**config.mk**
```make
export PLATFORM = sky130hd
export DESIGN_NAME = bit_serial_alu_ctrl
export DESIGN_NICKNAME = d
export VERILOG_FILES = /design/src/rtl/bit_serial_alu_ctrl.sv
export SDC_FILE = /design/constraint.sdc
export NUM_CORES = 1
export LEC_CHECK = 0
export BUFFER_PORTS_ARGS = -buffer_cell sky130_fd_sc_hd__buf_2
export CAP_MARGIN = 20
export CELL_PAD_IN_SITES_DETAIL_PLACEMENT = 1
export CELL_PAD_IN_SITES_GLOBAL_PLACEMENT = 2
export CORE_MARGIN = 2
export CORE_UTILIZATION = 31
export DETAILED_ROUTE_END_ITERATION = 8
export PLACE_DENSITY_LB_ADDON = 0.1
export SLEW_MARGIN = 15
export SYNTH_ARGS = -nofsm -noshare
export SYNTH_HDL_FRONTEND = slang
export SYNTH_SLANG_ARGS = --single-unit
```
**constraint.sdc**
```tcl
create_clock -name clk -period 2.2 [get_ports clk]
set_clock_uncertainty 0.15 [all_clocks]
set_input_delay 0.33 -clock clk [delete_from_list [all_inputs] [get_ports clk]]
set_output_delay 0.33 -clock clk [all_outputs]
set_load 0.05 [all_outputs]
```
**src/rtl/bit_serial_alu_ctrl.sv**
```systemverilog
// Sequencer for a single alu_1bit slice: walks WIDTH bits LSB-first, chains the
// carry between bits and assembles the WIDTH-bit result with carry/zero flags.
module bit_serial_alu_ctrl #(
    parameter int unsigned WIDTH = 8
) (
    input  logic             clk,
    input  logic             rst_n,
    input  logic             start,
    input  logic [1:0]       op,
    input  logic [WIDTH-1:0] a_in,
    input  logic [WIDTH-1:0] b_in,
    output logic             busy,
    output logic             done,
    output logic [WIDTH-1:0] result,
    output logic             carry_out,
    output logic             zero,
    output logic             slice_a,
    output logic             slice_b,
    output logic             slice_cin,
    output logic [1:0]       slice_op,
    input  logic             slice_result,
    input  logic             slice_cout
);

    localparam int unsigned CntW = (WIDTH > 1) ? $clog2(WIDTH) : 1;
    localparam logic [CntW-1:0] CntLast = CntW'(WIDTH - 1);
    localparam logic [1:0] OpSub = 2'b01;

    typedef enum logic [1:0] {StIdle, StRun, StDone} state_t;

    state_t            state;
    logic [CntW-1:0]   cnt;
    logic [WIDTH-1:0]  a_sh;
    logic [WIDTH-1:0]  b_sh;
    logic              cin_q;
    logic [1:0]        op_q;
    logic [WIDTH-1:0]  result_next;

    assign result_next = {slice_result, result[WIDTH-1:1]};

    // Slice inputs are idle (zero) outside RUN; op stays at the last accepted op.
    assign slice_a   = (state == StRun) ? a_sh[0] : 1'b0;
    assign slice_b   = (state == StRun) ? b_sh[0] : 1'b0;
    assign slice_cin = (state == StRun) ? cin_q : 1'b0;
    assign slice_op  = op_q;

    always_ff @(posedge clk) begin
        if (!rst_n) begin
            state     <= StIdle;
            cnt       <= '0;
            a_sh      <= '0;
            b_sh      <= '0;
            cin_q     <= 1'b0;
            op_q      <= 2'b00;
            result    <= '0;
            carry_out <= 1'b0;
            zero      <= 1'b0;
            busy      <= 1'b0;
            done      <= 1'b0;
        end else begin
            done <= 1'b0;
            unique case (state)
                StIdle, StDone: begin
                    if (start) begin
                        a_sh  <= a_in;
                        b_sh  <= b_in;
                        op_q  <= op;
                        // SUB is a + ~b + 1, so the first carry-in is 1.
                        cin_q <= (op == OpSub);
                        cnt   <= '0;
                        busy  <= 1'b1;
                        state <= StRun;
                    end else begin
                        state <= StIdle;
                    end
                end
                StRun: begin
                    result <= result_next;
                    cin_q  <= slice_cout;
                    a_sh   <= a_sh >> 1;
                    b_sh   <= b_sh >> 1;
                    if (cnt == CntLast) begin
                        carry_out <= slice_cout;
                        zero      <= (result_next == '0);
                        busy      <= 1'b0;
                        done      <= 1'b1;
                        state     <= StDone;
                    end else begin
                        cnt <= cnt + 1'b1;
                    end
                end
                default: state <= StIdle;
            endcase
        end
    end

endmodule

```
==> reports/results.ini <==
[status]
outcome=finished clean

[synthesis]
synth_seq_area_share_pct=49.9
netlist_area_um2=1440
synthFlopType=dfxtp_1
synth_cell_types=23
synth_top_area_share_pct=49.9
synth_area_leaders=dfxtp_1, a21oi_1, a22oi_1, nand2_1, nand3_1
syn-num-nets=190
synth_edf_count=0
synth.largest_area_cell=dfxtp_1
yosysWarnings=0
syn_inst=165
synth.avg_cell_area_um2=8.75
synthArstFlopShare_pct=0
synth_seq_cells=36

[clock_network]
cts_buffer_depth=2
worst_setup_hold_path_clk_slew_ps=70
htree_levels=2
post-cts-setup-buffers=0
clock-root-buffer=clkbuf_8
cts_hold_buffers=0
cts.sinks=36
clk_latency_ps=280
cts_tree=yes
cts_resized=0
cts_made_buffers=5

[critical_path]
r2r_cells=5
cpPeakStageDelay_ps=440
path_cells=nor2b_2 > and2_1 > buf_2
crit_path_top_delay_cell=dfxtp_1
cp_max_fo=8
cp.arrival_ps=1450
critPathBufInv=1
critPathKind=flip-flop to output pin
r2r_end=cnt[0]
cp_top_family=simple AND/OR/NAND/NOR gates
startpoint_type=flip-flop
r2r_start=cnt[0]
critPathRequiredTime_ps=1720
cp-end-kind=output pin
r2r_slack_ps=530

[timing]
max_slew_margin_pct=75.5
fmax_mhz=517
period_share_pct=87.9
maxSlewViolCount=0
hold_violations=0
grt_setup_unrepaired=no
fin_crit_ps=1930
worst_pin_slew_ps=365
hold-worst-slack_ps=142
setup_ws_ps=266
tns_ps=0
setup_violations=0

[power]
vdd_drop_max_mv=0.362
powerDensity_nw_per_um2=756
leakage_nw=0.735

[placement]
post-place-ws_ps=531
dp_hpwl_mm=2.60
place_congestion=0.762
dpl_cell_area_um2=1670
post-place-cells=250
portBuffers=39

[global_route]
grt_busiest_layer=met2
grt_start_max_net_pins=25
grt-ovfl-total=0
use_met2_pct=24.9
grtUsageMet1_pct=19.2
grtUsageTotal_pct=15.5
grt_pass1_vias=1324
grt_pass1_wl_mm=6.19
met3_usage_pct=5.42
antenna_found_initial=0

[floorplan]
die_x_um=72.2
io_pins=40
die_h_um=72.2
fp.dieArea_um2=5220
core_um2=4410
start_util_pct=32.7
std_cell_rows=24

[cells_and_area]
mostFrequentLayoutCell=buf_2
syn_to_final_growth_pct=21.3
insertedDiodeCount=0
fin_nets=230
final_cell_mix=buf_2, dfxtp_1, a21oi_1
final_layout_size_suffix_gt1_share_pct=26.8
stdcell_area_um2=1750
layoutNonFillerInstCount=257

[detailed_routing]
firstDrtPassIters=4
drc=0
viasPerCell=5.10
routed_wl_mm=3.66
vias=1310
drtIter0Drc=46
ant_nets=0
wl_per_cell_um=14.2

[min_path]
whs_endpoint=b_sh[7]
hp-class=input pin to flip-flop
holdPathStages=3
hp-start=b_in[7]

[job]
maxCapViolCount=0

area by class of cell:
cell class | count | area [µm²]
timing repair buffer | 46 | 248
inverter | 2 | 7.51
tap | 52 | 65.1
multi-input combinational | 114 | 633
sequential | 36 | 721
fill | 558 | 2660
clock buffer | 6 | 72.6
clock inverter | 1 | 5.00
cells by family after synthesis:
family	count (synthesis)	share of synthesized area [%]
adder cells (fa/ha/maj)	2	1.73
flip-flops	36	49.9
multiplexers	2	1.39
AO/OA/AOI/OAI	47	19.2
AND/OR/NAND/NOR	63	21.3
buffers and inverters	15	6.41
state kept, by name (all words and copies together), names as in the netlist:
signal,flops
carry_out,1
state,2
b_sh,8
done,1
slice_op,2
cin_q,1
cnt,3
busy,1
result,8
zero,1
a_sh,8
synthesized netlist by cell type (all sizes together) (3+ instances only):
cell type and count:
a21oi 31, a22oi 14, and2 3, buf 10
clkbuf 3, dfxtp 36, nand2 25, nand3 16
nand3b 4, nor2 6, nor4 3
metal layers:
metal	routed length, µm	vias up	part of all wire, %
met5	0	-	0
met4	59	0	1.6
met3	215	7	5.9
met2	1650	33	45
met1	1730	607	47
li1	-	663	-
through the flow:
stage	utilization (%)	total power, mW
6_report	39.7	1.32
5_1_grt	39.7	1.40
4_1_cts	39.7	1.34
3_5_place_dp	37.9	0.899
3_3_place_gp	37.9	0.892
2_1_floorplan	-	0.842
power breakdown:
group | internal (mW) | switching, mW | total, mW
registers | 0.683 | 0.0190 | 0.702
clock network | 0.215 | 0.227 | 0.442
logic | 0.0645 | 0.115 | 0.179
worst reg2reg max path, stage by stage, from the launching register on:
cell and delay (ps):
dfxtp_1 330, ha_1 200, ha_1 230, nor3b_2 290, nor2_1 110, a31o_2 250
worst max-delay path by stage:
stage	start	endpoint	cells after the start	slack (ps)
global placement	state[0]	slice_cin	3	550
finish	state[0]	slice_cin	3	270
floorplan	state[0]	slice_a	4	480
CTS	state[0]	slice_cin	3	220
global route	state[0]	slice_b	3	130
detailed placement	cnt[0]	cnt[0]	5	530
Note: power is estimated with default switching activity, not from simulation.
